===== config.mk =====
export PLATFORM = sky130hd
export DESIGN_NAME = commit_trace_buffer
export DESIGN_NICKNAME = d
export VERILOG_FILES = /design/src/rtl/trace_pkg.sv /design/src/rtl/trace_ram.sv /design/src/rtl/commit_trace_buffer.sv
export SDC_FILE = /design/constraint.sdc
export NUM_CORES = 1
export LEC_CHECK = 0
export BUFFER_PORTS_ARGS = -buffer_cell sky130_fd_sc_hd__buf_2
export CORE_MARGIN = 2
export CORE_UTILIZATION = 54
export CTS_CLUSTER_DIAMETER = 200
export DETAILED_ROUTE_END_ITERATION = 7
export GPL_TIMING_DRIVEN = 1
export MAX_ROUTING_LAYER = met4
export PLACE_DENSITY = 0.76
export SYNTH_ARGS = -nofsm -noshare
export SYNTH_HDL_FRONTEND = slang
export SYNTH_SLANG_ARGS = --single-unit

===== constraint.sdc =====
create_clock -name clk -period 6.2 [get_ports clk]
set_input_delay 1.24 -clock clk [delete_from_list [all_inputs] [get_ports clk]]
set_output_delay 1.24 -clock clk [all_outputs]
set_load 0.02 [all_outputs]

===== src/rtl/trace_pkg.sv =====
// Shared definitions for the commit trace buffer: FSM state encoding and
// entry-field widths.
package trace_pkg;

  localparam int unsigned STATE_W    = 2;
  localparam int unsigned PC_W_DEF   = 32;
  localparam int unsigned DATA_W_DEF = 32;
  localparam int unsigned RA_W_DEF   = 4;
  localparam int unsigned WB_W       = 1;

  typedef enum logic [STATE_W-1:0] {
    ST_IDLE  = 2'd0,
    ST_ARMED = 2'd1,
    ST_POST  = 2'd2,
    ST_DONE  = 2'd3
  } trace_state_e;

endpackage


===== src/rtl/trace_ram.sv =====
// Trace entry storage: one synchronous write port, one asynchronous read port.
module trace_ram #(
  parameter int unsigned DEPTH = 8,
  parameter int unsigned W     = 69
) (
  input  logic                     clk,
  input  logic                     we,
  input  logic [$clog2(DEPTH)-1:0] waddr,
  input  logic [W-1:0]             wdata,
  input  logic [$clog2(DEPTH)-1:0] raddr,
  output logic [W-1:0]             rdata
);

  logic [W-1:0] mem_q [DEPTH];

  always_ff @(posedge clk) begin
    if (we) mem_q[waddr] <= wdata;
  end

  assign rdata = mem_q[raddr];

endmodule


===== src/rtl/commit_trace_buffer.sv =====
// Commit trace buffer: captures retiring instructions around a PC/forced
// trigger, then drains the captured window oldest-first.
module commit_trace_buffer
  import trace_pkg::*;
#(
  parameter int unsigned DEPTH    = 8,
  parameter int unsigned POST_CNT = 3,
  parameter int unsigned PC_W     = PC_W_DEF,
  parameter int unsigned DATA_W   = DATA_W_DEF,
  parameter int unsigned RA_W     = RA_W_DEF,
  parameter int unsigned WRAP     = 1
) (
  input  logic                   clk,
  input  logic                   reset,
  input  logic                   arm,
  input  logic [PC_W-1:0]        trig_pc,
  input  logic                   trig_force,
  input  logic                   commit_valid,
  input  logic [PC_W-1:0]        commit_pc,
  input  logic [RA_W-1:0]        commit_rd,
  input  logic                   commit_wb,
  input  logic [DATA_W-1:0]      commit_data,
  output logic                   rd_valid,
  input  logic                   rd_ready,
  output logic [PC_W-1:0]        rd_pc,
  output logic [RA_W-1:0]        rd_rd,
  output logic                   rd_wb,
  output logic [DATA_W-1:0]      rd_data,
  output logic [$clog2(DEPTH):0] count,
  output logic [STATE_W-1:0]     state,
  output logic                   dropped
);

  localparam int unsigned AW = $clog2(DEPTH);
  localparam int unsigned CW = AW + 1;
  localparam int unsigned EW = PC_W + RA_W + WB_W + DATA_W;

  trace_state_e  state_q, state_d;
  logic [AW-1:0] wptr_q, wptr_d, rptr_q, rptr_d;
  logic [CW-1:0] count_q, count_d, post_q, post_d;
  logic          dropped_q, dropped_d;
  logic          we;
  logic          fire;
  logic [EW-1:0] rdata;

  trace_ram #(.DEPTH(DEPTH), .W(EW)) u_ram (
    .clk   (clk),
    .we    (we),
    .waddr (wptr_q),
    .wdata ({commit_pc, commit_rd, commit_wb, commit_data}),
    .raddr (rptr_q),
    .rdata (rdata)
  );

  assign fire = trig_force || (commit_valid && (commit_pc == trig_pc));

  always_comb begin
    state_d   = state_q;
    wptr_d    = wptr_q;
    rptr_d    = rptr_q;
    count_d   = count_q;
    post_d    = post_q;
    dropped_d = dropped_q;
    we        = 1'b0;
    rd_valid  = (state_q == ST_DONE) && (count_q != '0);

    case (state_q)
      ST_IDLE: begin
        if (arm) begin
          state_d   = ST_ARMED;
          wptr_d    = '0;
          rptr_d    = '0;
          count_d   = '0;
          post_d    = '0;
          dropped_d = 1'b0;
        end
      end
      ST_ARMED, ST_POST: begin
        // Full buffer: wrap mode overwrites the oldest entry by moving both
        // pointers together, otherwise the commit is lost and flagged.
        if (commit_valid) begin
          if (count_q != CW'(DEPTH)) begin
            we      = 1'b1;
            wptr_d  = wptr_q + 1'b1;
            count_d = count_q + 1'b1;
          end else if (WRAP != 0) begin
            we     = 1'b1;
            wptr_d = wptr_q + 1'b1;
            rptr_d = rptr_q + 1'b1;
          end else begin
            dropped_d = 1'b1;
          end
        end
        if (state_q == ST_ARMED) begin
          if (fire) begin
            post_d  = '0;
            state_d = (POST_CNT == 0) ? ST_DONE : ST_POST;
          end
        end else if (commit_valid) begin
          post_d = post_q + 1'b1;
          if (post_q == CW'(POST_CNT - 1)) state_d = ST_DONE;
        end
      end
      ST_DONE: begin
        if (rd_valid && rd_ready) begin
          rptr_d  = rptr_q + 1'b1;
          count_d = count_q - 1'b1;
          if (count_q == CW'(1)) state_d = ST_IDLE;
        end
      end
      default: state_d = ST_IDLE;
    endcase
  end

  always_ff @(posedge clk or posedge reset) begin
    if (reset) begin
      state_q   <= ST_IDLE;
      wptr_q    <= '0;
      rptr_q    <= '0;
      count_q   <= '0;
      post_q    <= '0;
      dropped_q <= 1'b0;
    end else begin
      state_q   <= state_d;
      wptr_q    <= wptr_d;
      rptr_q    <= rptr_d;
      count_q   <= count_d;
      post_q    <= post_d;
      dropped_q <= dropped_d;
    end
  end

  assign rd_pc   = rdata[EW-1 -: PC_W];
  assign rd_rd   = rdata[DATA_W+WB_W +: RA_W];
  assign rd_wb   = rdata[DATA_W];
  assign rd_data = rdata[DATA_W-1:0];
  assign count   = count_q;
  assign state   = state_q;
  assign dropped = dropped_q;

endmodule


### Yosys cells after proc, flatten, opt, wreduce, memory -nomap -nowiden

Memories as Yosys holds them, arrays and structs flattened.
Index checks and enable logic that the tools add are counted.

* multiplexer cells: 28
* add/sub/neg operators: 5
* reductions and logical operators: 13
* equal/unequal tests: 16

Operator list (count)
* $eq 32x32->1: 1
* $mux 4: 7
* $mux 3: 5
* $mux 2: 7
* $pmux 4 s3: 1
* $reduce_and 4->1: 3
* $ne 3x3->1 const B: 3
* $pmux 3 s3: 1
* $add 4x1->4 const B: 2
* $ne 2x2->1 const B: 4
* $pmux 4 s2: 1
* $add 3x1->3 const B: 2
* $pmux 2 s3: 1
* $pmux 3 s2: 1
* $reduce_and 6->1: 1
* $eq 2x2->1 const B: 2
* $eq 4x1->1 const B: 1
* $eq 4x2->1 const B: 1
* $mux 1: 4
* $ne 2x1->1 const B: 2
* $ne 4x4->1 const B: 1
* $reduce_bool 4->1: 1
* $sub 4x1->4 const B: 1
* $logic_and 1x1->1: 3
* other kinds (6): 6

* bits in registers: 16
* memory bits (writable): 552
* memories kept: 1
* logic and storage cells: 68
* output and inout port bits: 77
* input bits: 107

Memory list
* u_ram.mem_q: depth 8, bits a word 69, rd ports 1, clocked after memory_dff 0, write ports 1, line trace_ram.sv:14 `logic [W-1:0] mem_q [DEPTH];`

### Longest topological paths before layout

Gate-level depths: netlist of the first run.

* depth in word-level cells: 6
* depth in mapped cells: 8
* gate-level depth less buffers: 7

### Modules after synthesis

A second synthesis of the first run with hierarchy kept.

* cells, all modules: 990
* area total of the unflattened synthesis: 22317.7 µm²

By module, submodules not included
* trace_ram: cells each 811, sequential area each 16575.9 µm², instances 1, area each 20776.2 µm²
* commit_trace_buffer: cells each 179, sequential area each 400.4 µm², instances 1, area each 1541.5 µm²

### Worst setup path after synthesis of the first run

Ideal clock, no wire load.

* kind: input to register
* start point: input port commit_valid
* end point: memory u_ram.mem_q[4][0] (enable)
* buffers on the path: 1
* setup slack: -0.732 ns
* cell stages on the path: 3
* setup time: 0.581 ns
* data required time: 5.619 ns
* arrival: 6.351 ns
* cell sequence: clkbuf_1 > nand3_1 > nor3_1

* longest elaborated chain between the ends: 4

Ends and longest elaborated chain
* from (decl): line commit_trace_buffer.sv:18 `input logic commit_valid,`
* $mux 1: line commit_trace_buffer.sv:81 `if (commit_valid) begin`
* $mux 1: line commit_trace_buffer.sv:67 `case (state_q)`
* $mux 1: line trace_ram.sv:17 `if (we) mem_q[waddr] <= wdata;`
* $mux 1 (implied by the code): line trace_ram.sv:17
* to (decl): line trace_ram.sv:14

No other way between the ends.

### Worst setup path after layout of the first run

* start point: register rptr_q[0]
* end point: output port rd_data[8]

* longest elaborated chain between the ends: 1

Ends and longest elaborated chain
* from (decl): line commit_trace_buffer.sv:39 `logic [AW-1:0] wptr_q, wptr_d, rptr_q, rptr_d;`
* from (signal assigned): line commit_trace_buffer.sv:126 `rptr_q <= rptr_d;`
* $mem_v2 8x69
* to (decl): line commit_trace_buffer.sv:28 `output logic [DATA_W-1:0] rd_data,`

No other way between the ends.

==> results of run 1 <==
[cells in the mapped netlist, drive strengths merged, types with 11 or more instances]
library cell / instances / area (sq um)
clkbuf: 14 / 52.6
buf: 32 / 216
xor2: 20 / 175
ha: 11 / 138
nor2b: 16 / 100
nor2: 12 / 45.0
a21oi: 11 / 55.1
mux4: 138 / 3110
o21ai: 13 / 65.1
nor3: 13 / 65.1
dfrtp: 16 / 400
nand2: 11 / 41.3
edfxtp: 552 / 16600
mux2: 72 / 811
[sequential cells by signal (all words and copies together), names as in the netlist]
signal,cells
count,4
wptr_q,3
post_q,4
rptr_q,3
u_ram.mem_q,552
state,2
[critical path: stages (launching register included)]
cell and delay (ns):
dfrtp_4 0.97, buf_12 0.42, mux4_2 0.57, mux2_2 0.31, buf_2 0.17
[stage by stage]
stage	instance area, sq um	power (mW)	std cells	utilization	setup slack, ns
after global routing	25800	11.9	1807	0.630	1.58
after CTS	25800	11.6	1804	0.630	1.72
after global placement	24000	8.28	1700	0.587	2.39
after floorplan	22400	7.40	1013	-	1.12
final	25800	11.4	1807	0.630	1.80
after detailed placement	24000	8.35	1700	0.587	2.38
[kinds of logic (layout without fill, tap and decap cells)]
family	after synthesis	count (layout)	share of synthesized area
flops	568	568	0.757
fa+ha+maj	11	11	0.00614
xor+xnor	24	24	0.00937
other cells	1	4	0.000167
compound gates	41	41	0.0118
buf+inv	55	314	0.0135
mux	215	215	0.177
simple gates	98	98	0.0250
[how the worst max path moves through the flow]
stage	cells after the start	from	endpoint	slack [ns]
floorplan	3	commit_valid	u_ram.mem_q[7][0]	1.12
global placement	4	rptr_q[0]	rd_pc[1]	2.39
detailed placement	4	rptr_q[0]	rd_pc[0]	2.38
CTS	4	rptr_q[0]	rd_data[8]	1.72
global route	4	rptr_q[0]	rd_data[31]	1.58
finish	4	rptr_q[0]	rd_data[8]	1.80
[where the power goes]
group          switching (mW)  total, mW  internal (mW)
clock network            1.37       3.22           1.85
registers               0.310       4.98           4.67
logic                    1.74       3.24           1.50
total                    3.42       11.4           8.03
[layer usage]
metal | up-vias | GRT usage | wire [um]
li1 | 4678 | - | -
met1 | 5619 | 0.297 | 19400
met2 | 350 | 0.345 | 22600
met3 | 75 | 0.0415 | 2510
met4 | 0 | 0.0704 | 1200
met5 | - | - | 0
[area by class of cell]
| type | count | share of cell area |
|---|---|---|
| clock buffers | 69 | 0.0571 |
| inverters | 9 | 0.00131 |
| diodes | 3 | 0.000291 |
| repair buffers | 201 | 0.0433 |
| multi-input cells | 390 | 0.202 |
| well taps | 532 | 0.0258 |
| clock inverters | 35 | 0.0113 |
| flip-flops and latches | 568 | 0.659 |
==> results by group, run 1 <==
Status
  – Status: finished, final reports clean

Finish
  – Sequential Area: 0.0170 sq mm
  – Nets@finish: 1344
  – Synthesis-to-finish area growth: 15.0%
  – Fill cell count: 2739
  – Most frequent cells in the layout: edfxtp_1 (552), buf_2 (182), mux4_2 (138)
  – Multi-input logic area: 0.00521 sq mm
  – Layout cells sized above 1: 0.398
  – Commonest non-fill, non-tap cell in the layout: edfxtp_1

GRT
  – First-pass GRT wire length: 68.6 mm
  – Total GRT Usage: 0.220
  – Vias in the first global route: 11300
  – Largest net degree at the start of global routing: 61
  – Grt ovf: 0
  – Initial antenna violation count: 3

Drt
  – ANT nets after route: 0
  – Wire length per cell: 25.3 um
  – Drt first pass iters: 5
  – DRC errors left: 0
  – Starting DRT DRC Count: 819
  – Vias per inst: 5.93
  – Final WL: 45.7 mm
  – Via count: 10700

Synthesis
  – Sequential fraction of the synthesis area: 0.757
  – Yosys warns: 0
  – Post-synth EDFFs: 552
  – Asr flop ratio synth: 0.0282
  – Synthesized cell area: 0.0224 sq mm
  – Post-Syn Nets: 1131
  – Yosys cell types: 55
  – Synth Register Bits: 568
  – Mapped Avg Cell Area: 22.1 sq um
  – Cells after Synth: 1013
  – Top_reg_cell synth: edfxtp_1

Worst hold path
  – Hold_sp: post_q[0]
  – Min-Delay Path Depth: 1
  – Hold Path End: post_q[0]
  – Hold Path Class: reg2reg

STA
  – Min cycle time layout: 4.40 ns
  – Max_slew headroom: 0.426
  – FMAX: 227 MHz
  – Final Hold Fails: 0
  – Tcrit/Tclk final: 0.710
  – Unrepaired setup endpoints after global routing: false
  – Worst-Margin Slew: 0.860 ns
  – Final hold slack: 0.568 ns
  – TNS Setup: 0 ns
  – Max Transition Viols Final: 0
  – Final Setup Violations: 0
  – Clock skew: 0.0195 ns

Critical path
  – RR Endpoint: u_ram.mem_q[6][10]
  – Startpoint Class: flip-flop
  – Kind of critical path: reg2out
  – FF-to-FF Start: state[0]
  – Critical path endpoint category: output port
  – Worst Path Required: 4.96 ns
  – R2R Setup Slk: 2.76 ns
  – Reg2reg path depth: 5
  – WP data arrival: 3.16 ns
  – Critical path fanouts, max: 50

CTS
  – Postcts setup bufs: 0
  – Clk slew on worst S/H paths: 0.06 ns
  – Bufs on Longest Clock Path: 3
  – CTS tree: done
  – Count of hold buffers inserted by post-cts repair: 0
  – Total CTS buffers: 56
  – Post_cts resized: 0
  – Clock root buffer: clkbuf_16
  – H-tree depth: 2
  – CTS sink count: 568
  – Clk Latency, worst-skew pair: 0.59 ns

Floorplan
  – Die area: 0.0432 sq mm
  – Initial Utilization: 0.548
  – Num ports: 184
  – Die span in y: 208 um
  – # rows: 74
  – Core area: 0.0409 sq mm
  – DIE WIDTH: 208 um

Power
  – Leakage: 8.48 nW
  – PD cells: 444 mW/mm^2
  – Peak VDD IR: 0.000262 V

Run
  – Max-cap viol count: 0

Placement
  – RePlAce Congestion: 0.873
  – Post-DP HPWL: 26.1 mm
  – I/O Buffers: 182
(Power assumes the default switching activity.)
==> run 2: changes to the inputs <==
--- a/config.mk
+++ b/config.mk
@@ -5,14 +5,15 @@
 export SDC_FILE = /design/constraint.sdc
 export NUM_CORES = 1
 export LEC_CHECK = 0
+export ABC_AREA = 1
 export BUFFER_PORTS_ARGS = -buffer_cell sky130_fd_sc_hd__buf_2
 export CORE_MARGIN = 2
-export CORE_UTILIZATION = 54
+export CORE_UTILIZATION = 55
 export CTS_CLUSTER_DIAMETER = 200
 export DETAILED_ROUTE_END_ITERATION = 7
 export GPL_TIMING_DRIVEN = 1
 export MAX_ROUTING_LAYER = met4
-export PLACE_DENSITY = 0.76
+export PLACE_DENSITY = 0.74
 export SYNTH_ARGS = -nofsm -noshare
 export SYNTH_HDL_FRONTEND = slang
 export SYNTH_SLANG_ARGS = --single-unit
==> constraint.sdc (replaced) <==
create_clock -name clk -period 4.3 [get_ports clk]
set_input_delay 0.86 -clock clk [delete_from_list [all_inputs] [get_ports clk]]
set_output_delay 0.86 -clock clk [all_outputs]
set_load 0.02 [all_outputs]
==> results by group, run 2 <==
Critical path
  – Critical path buffer and inverter count: 3 (was 2)
  – Most used cell, CP: nor2_1
  – Max incr delay on CP: 0.58 ns (was 0.97 ns)
  – Critical path endpoint category: output port (unchanged)
  – Startpoint Class: flip-flop (unchanged)
  – WP data arrival: 2.88 ns (was 3.16 ns)
  – Critical path fanouts, max: 118 (was 50)
  – Worst Path Required: 3.44 ns (was 4.96 ns)
  – Delay-heaviest family, CP: buffers and inverters (was flip-flops)
  – Kind of critical path: reg2out (unchanged)
  – Crit path cell chain: inv_8 -> buf_4 -> nor2_1 -> o22ai_1 -> nor2_1 -> a31oi_1 -> buf_2 (was buf_12 -> mux4_2 -> mux2_2 -> buf_2)
  – R2R Setup Slk: 1.34 ns (was 2.76 ns)
  – Crit-path slowest cell: dfrtp_4 (unchanged)

Placement
  – RePlAce Congestion: 0.815 (was 0.873)
  – Placement-stage worst setup slack: 1.19 ns (was 2.38 ns)
  – Post-DP HPWL: 26.8 mm (was 26.1 mm)
  – Post-Place Cells: 2482 (was 1700)
  – I/O Buffers: 182 (unchanged)

CTS
  – CTS sink count: 568 (unchanged)
  – Count of hold buffers inserted by post-cts repair: 0 (unchanged)
  – Clk slew on worst S/H paths: 0.06 ns (about the same)
  – Postcts setup bufs: 0 (unchanged)
  – H-tree depth: 2 (unchanged)
  – Post_cts resized: 0 (unchanged)
  – Total CTS buffers: 54 (was 56)
  – Clk Latency, worst-skew pair: 0.59 ns (about the same)
  – Bufs on Longest Clock Path: 3 (unchanged)
  – Clock root buffer: clkbuf_16 (unchanged)
  – CTS tree: done (unchanged)

Synthesis
  – Asr flop ratio synth: 0.0282 (unchanged)
  – Cell with the most instances after synthesis: edfxtp_1 (unchanged)
  – Post-Syn Nets: 1967 (was 1131)
  – Mapped Avg Cell Area: 12.4 sq um (was 22.1 sq um)
  – Commonest cells in the netlist: edfxtp_1 (552), nor2_1 (519), o21ai_0 (238) (was edfxtp_1 (552), mux4_2 (138), mux2_2 (72))
  – Dominant cells by area after synthesis: edfxtp_1 (72%), nor2_1 (8.5%), o21ai_0 (5.2%) (was edfxtp_1 (74%), mux4_2 (14%), mux2_2 (3.6%))
  – Cells after Synth: 1849 (was 1013)
  – Post-synth EDFFs: 552 (unchanged)
  – Yosys cell types: 32 (was 55)
  – Post-synth top area cell: edfxtp_1 (unchanged)
  – Top_reg_cell synth: edfxtp_1 (unchanged)
  – Synthesized cell area: 0.0230 sq mm (was 0.0224 sq mm)
  – Yosys warns: 0 (unchanged)
  – Share of the synthesized area in the top cell type: 0.720 (was 0.739)
  – Synth Register Bits: 568 (unchanged)
  – Sequential fraction of the synthesis area: 0.738 (was 0.757)

Power
  – PD cells: 657 mW/mm^2 (was 444 mW/mm^2)
  – Leakage: 9.09 nW (was 8.48 nW)
  – Total power: 17.1 mW (was 11.4 mW)
  – Peak VDD IR: 0.000606 V (was 0.000262 V)

STA
  – Final Setup Violations: 0 (unchanged)
  – Min cycle time layout: 3.74 ns
  – FMAX: 267 MHz
  – Final hold slack: 0.367 ns (was 0.568 ns)
  – Clock skew: 0.0125 ns (was 0.0195 ns)
  – Tcrit/Tclk final: 0.870
  – PnR worst setup slack: 0.558 ns (was 1.80 ns)
  – Max Transition Viols Final: 0 (unchanged)
  – Worst-Margin Slew: 0.944 ns (was 0.860 ns)
  – Unrepaired setup endpoints after global routing: false (unchanged)
  – Final Hold Fails: 0 (unchanged)
  – Max_slew headroom: 0.369 (was 0.426)

Drt
  – Drt first pass iters: 5 (unchanged)
  – ANT nets after route: 0 (unchanged)
  – Via count: 14800 (was 10700)
  – Starting DRT DRC Count: 1366 (was 819)
  – DRC errors left: 0 (unchanged)
  – Final WL: 50.8 mm (was 45.7 mm)
  – Wire length per cell: 19.7 um (was 25.3 um)
  – Vias per inst: 5.72 (was 5.93)

Finish
  – Nets@finish: 2124 (was 1344)
  – Final Non-Filler Cells: 2582 (was 1807)
  – Largest Register: u_ram.mem_q (unchanged)
  – Synthesis-to-finish area growth: 13.1% (was 15.0%)
  – Layout cells sized above 1: 0.145 (was 0.398)
  – Post-Route Utilization: 0.634 (was 0.630)
  – Most frequent cells in the layout: edfxtp_1 (552), nor2_1 (511), o21ai_0 (238) (was edfxtp_1 (552), buf_2 (182), mux4_2 (138))
  – Fill cell count: 3045 (was 2739)
  – Max reg flops: 552 (unchanged)
  – Commonest non-fill, non-tap cell in the layout: edfxtp_1 (unchanged)

Floorplan
  – DIE WIDTH: 209 um (was 208 um)
  – Num ports: 184 (unchanged)
  – Core area: 0.0410 sq mm (was 0.0409 sq mm)
  – Die area: 0.0435 sq mm (was 0.0432 sq mm)
  – # rows: 74 (unchanged)
  – Die span in y: 209 um (was 208 um)
  – Initial Utilization: 0.561 (was 0.548)

GRT
  – First-pass GRT wire length: 78.9 mm (was 68.6 mm)
  – Grt ovf: 0 (unchanged)
  – Total GRT Usage: 0.240 (was 0.220)
  – Initial antenna violation count: 5 (was 3)
  – Largest net degree at the start of global routing: 156 (was 61)
  – Vias in the first global route: 14400 (was 11300)

Run
  – Max-cap viol count: 0 (unchanged)

Worst hold path
  – Hold Path Class: in2async (was reg2reg)

Status
  – Status: finished, final reports clean (unchanged)
==> run 2: cell types whose count changed after synthesis, moves of 16 or more <==
cell	change
a31oi_1	+69
clkbuf_1	+37
inv_1	+58
mux2_2	-72
mux4_2	-138
nand2_1	+76
nor2_1	+507
nor2b_1	-16
o21ai_0	+229
o21ai_1	+55
o22ai_1	+74
==> run 2: metal layers <==
| layer | wire [um] | share of wire | vias up | global-route usage |
|---|---|---|---|---|
| met5 | 0 | 0 | - | - |
| met4 | 1110 | 0.022 | 0 | 0.0796 |
| met3 | 3180 | 0.063 | 79 | 0.0350 |
| met2 | 25100 | 0.49 | 490 | 0.392 |
| met1 | 21400 | 0.42 | 7240 | 0.311 |
| li1 | - | - | 6952 | - |
==> run 2: area by class of cell <==
class,count,area [sq um],share of cell area
inverters,68,268,0.0103
clock buffers,69,1430,0.0549
flip-flops and latches,568,17000,0.653
clock inverters,25,218,0.00837
well taps,532,666,0.0256
repair buffers,209,1290,0.0495
diodes,6,15.0,0.000577
multi-input cells,1105,5150,0.198
==> run 2: per-stage QoR <==
stage / setup TNS (ns) / cell area, sq um
floorplan: -148.54 / 23000
global placement: 0 / 24400
detailed placement: 0 / 24400
CTS: 0 / 26000
global route: 0 / 26000
finish: 0 / 26000
==> run 2: final timing paths <==
kind	from	to	cells after the start
worst max-delay path	rptr_q[0]	rd_pc[23]	7
worst min-delay path	reset	count[2]	2
worst max register to register	state[0]	u_ram.mem_q[2][32]	7
worst min register to register	post_q[3]	post_q[3]	2
max in group asynchronous	reset	rptr_q[0]	2
min in group clk	post_q[3]	post_q[3]	2
==> run 2: power breakdown <==
part / internal [mW] / leakage [nW] / switching [mW]
combinational: 1.74 / 3.09 / 4.08
clock: 2.57 / 0.813 / 1.91
sequential: 6.63 / 5.19 / 0.167
==> run 2: worst reg2reg max path: stages, from the launching register on <==
cell and delay (ns):
dfrtp_1 0.42, inv_1 0.08, ha_1 0.46, nand2_1 0.09
inv_1 0.10, nand2_1 0.25, nor2_4 0.80, buf_4 0.44
==> run 2: cells by family (layout without fill, tap and decap cells) <==
family                     Yosys count  after routing  share of synthesized area
buffers and inverters              176            371                     0.0407
xor gates and xnor gates            12             12                    0.00457
adders and majority gates           11             11                    0.00598
and+or+nand+nor                    630            630                      0.105
DFF                                568            568                      0.738
AOI/OAI and AO/OA                  451            451                      0.106
other                                1              7                   0.000163
==> run 3: changes to the inputs <==
--- a/config.mk
+++ b/config.mk
@@ -8,12 +8,12 @@
 export ABC_AREA = 1
 export BUFFER_PORTS_ARGS = -buffer_cell sky130_fd_sc_hd__buf_2
 export CORE_MARGIN = 2
-export CORE_UTILIZATION = 55
+export CORE_UTILIZATION = 60
 export CTS_CLUSTER_DIAMETER = 200
 export DETAILED_ROUTE_END_ITERATION = 7
 export GPL_TIMING_DRIVEN = 1
 export MAX_ROUTING_LAYER = met4
-export PLACE_DENSITY = 0.74
+export PLACE_DENSITY = 0.8
 export SYNTH_ARGS = -nofsm -noshare
 export SYNTH_HDL_FRONTEND = slang
 export SYNTH_SLANG_ARGS = --single-unit
==> results by group, run 3 (synthesis results as in run 2) <==
CTS
  – Post_cts resized: 0 (unchanged)
  – CTS sink count: 568 (unchanged)
  – Clk Latency, worst-skew pair: 0.58 ns (was 0.59 ns)
  – CTS tree: done (unchanged)
  – Clk slew on worst S/H paths: 0.07 ns (was 0.06 ns)
  – Postcts setup bufs: 0 (unchanged)
  – Bufs on Longest Clock Path: 3 (unchanged)
  – Total CTS buffers: 54 (unchanged)
  – H-tree depth: 2 (unchanged)
  – Clock root buffer: clkbuf_16 (unchanged)
  – Count of hold buffers inserted by post-cts repair: 0 (unchanged)

Floorplan
  – DIE WIDTH: 200 um (was 209 um)
  – # rows: 71 (was 74)
  – Die area: 0.0399 sq mm (was 0.0435 sq mm)
  – Die span in y: 200 um (was 209 um)
  – Core area: 0.0378 sq mm (was 0.0410 sq mm)
  – Initial Utilization: 0.609 (was 0.561)
  – Num ports: 184 (unchanged)

Critical path
  – Startpoint Class: flip-flop (unchanged)
  – Most used cell, CP: nor2_1 (unchanged)
  – Worst Path Required: 3.44 ns (about the same)
  – Critical path fanouts, max: 118 (unchanged)
  – Critical path endpoint category: output port (unchanged)
  – Max incr delay on CP: 0.65 ns (was 0.58 ns)
  – Kind of critical path: reg2out (unchanged)
  – Crit path cell chain: inv_8 -> buf_12 -> nor2_1 -> o22ai_1 -> nor2_1 -> a31oi_1 -> buf_2 (was inv_8 -> buf_4 -> nor2_1 -> o22ai_1 -> nor2_1 -> a31oi_1 -> buf_2)
  – Crit-path slowest cell: dfrtp_4 (unchanged)
  – Critical path buffer and inverter count: 3 (unchanged)
  – Delay-heaviest family, CP: buffers and inverters (unchanged)
  – Reg2reg path depth: 7 (unchanged)
  – FF-to-FF Start: state[0] (unchanged)
  – WP data arrival: 2.99 ns (was 2.88 ns)
  – RR Endpoint: u_ram.mem_q[2][20] (was u_ram.mem_q[2][32])
  – R2R Setup Slk: 1.37 ns (was 1.34 ns)

STA
  – Final Hold Fails: 0 (unchanged)
  – Tcrit/Tclk final: 0.895 (was 0.870)
  – Final hold slack: 0.391 ns (was 0.367 ns)
  – Worst-Margin Slew: 0.972 ns (was 0.944 ns)
  – FMAX: 260 MHz (was 267 MHz)
  – Max_slew headroom: 0.352 (was 0.369)
  – Max Transition Viols Final: 0 (unchanged)
  – Min cycle time layout: 3.85 ns (was 3.74 ns)
  – Unrepaired setup endpoints after global routing: false (unchanged)
  – Clock skew: 0.0184 ns (was 0.0125 ns)
  – TNS Setup: 0 ns (unchanged)
  – Final Setup Violations: 0 (unchanged)

Worst hold path
  – Hold Path Class: in2async (unchanged)

Drt
  – Drt first pass iters: 5 (unchanged)
  – Final WL: 50.7 mm (was 50.8 mm)
  – Via count: 15000 (was 14800)
  – DRC errors left: 0 (unchanged)
  – Starting DRT DRC Count: 1342 (was 1366)
  – ANT nets after route: 0 (unchanged)
  – Vias per inst: 5.84 (was 5.72)
  – Wire length per cell: 19.8 um (was 19.7 um)

Finish
  – Largest Register: u_ram.mem_q (unchanged)
  – Nets@finish: 2126 (was 2124)
  – Most frequent cells in the layout: edfxtp_1 (552), nor2_1 (511), o21ai_0 (238) (unchanged)
  – Synthesis-to-finish area growth: 13.2% (was 13.1%)
  – Commonest non-fill, non-tap cell in the layout: edfxtp_1 (unchanged)
  – Post-Route Utilization: 0.690 (was 0.634)
  – Layout cells sized above 1: 0.149 (was 0.145)
  – Max reg flops: 552 (unchanged)
  – Design Area, Final: 0.0261 sq mm (was 0.0260 sq mm)

Status
  – Status: finished, final reports clean (unchanged)

Power
  – Peak VDD IR: 0.000478 V (was 0.000606 V)
  – Total power: 17.2 mW (was 17.1 mW)
  – Leakage: 9.12 nW (was 9.09 nW)
  – PD cells: 661 mW/mm^2 (was 657 mW/mm^2)

GRT
  – Total GRT Usage: 0.264 (was 0.240)
  – Largest net degree at the start of global routing: 154 (was 156)
  – Grt ovf: 0 (unchanged)
  – Initial antenna violation count: 3 (was 5)
  – Vias in the first global route: 14600 (was 14400)
  – First-pass GRT wire length: 78.1 mm (was 78.9 mm)

Placement
  – Dpl cell area: 0.0243 sq mm (was 0.0244 sq mm)
  – Post-DP HPWL: 27.4 mm (was 26.8 mm)
  – I/O Buffers: 182 (unchanged)
  – RePlAce Congestion: 0.857 (was 0.815)

Run
  – Max-cap viol count: 0 (unchanged)
-- run 3: cell count changes in the layout (fill, tap and decap cells not counted), sizes merged --
cell and delta:
clkinv +11, clkbuf -8, buf +2, clkinvlp +2, diode -2, bufinv +1
-- run 3: how the worst max path moves through the flow --
stage	startpoint	end	slack [ns]	cells past startpoint
2_1_floorplan	state[0]	u_ram.mem_q[0][0]	-0.31	7
5_1_grt	rptr_q[0]	rd_pc[7]	0.26	7
3_5_place_dp	rptr_q[0]	rd_pc[22]	1.06	7
3_3_place_gp	rptr_q[0]	rd_data[15]	1.15	7
4_1_cts	rptr_q[0]	rd_pc[22]	0.45	7
6_report	rptr_q[0]	rd_pc[22]	0.45	7
-- run 3: metrics by stage --
stage | setup slack, ns | instances
after floorplan | -0.308 | 1849
after global placement | 1.15 | 2463
final | 0.450 | 2567
after global routing | 0.258 | 2566
after detailed placement | 1.06 | 2463
after CTS | 0.450 | 2563
-- run 3: final cells by class --
| type | instances | area, sq um |
|---|---|---|
| diodes | 4 | 10.0 |
| flip-flops and latches | 568 | 17000 |
| well taps | 511 | 639 |
| clock inverters | 39 | 317 |
| clock buffers | 61 | 1400 |
| repair buffers | 211 | 1280 |
| multi-input cells | 1105 | 5150 |
| inverters | 68 | 268 |
| fillers | 2582 | 11700 |
-- run 3: power by group --
group          switching, mW  total, mW  internal (mW)
Sequential             0.204       6.83           6.63
Clock                   1.96       4.59           2.63
Combinational           4.07       5.79           1.72
-- run 3: layer usage --
layer	wire, um	GRT usage	vias to the layer above	part of all wire
li1	-	-	6970	-
met1	20400	0.338	7276	0.40
met2	25200	0.430	655	0.50
met3	3810	0.0457	94	0.075
met4	1320	0.0949	0	0.026
met5	0	-	-	0
-- run 3: worst register-to-register path: cells and delay by family (launching register included) --
| kind | cells | cell delay (ns) |
|---|---|---|
| simple gates | 3 | 1.13 |
| buf+inv | 3 | 0.53 |
| fa+ha+maj | 1 | 0.49 |
| flops | 1 | 0.43 |
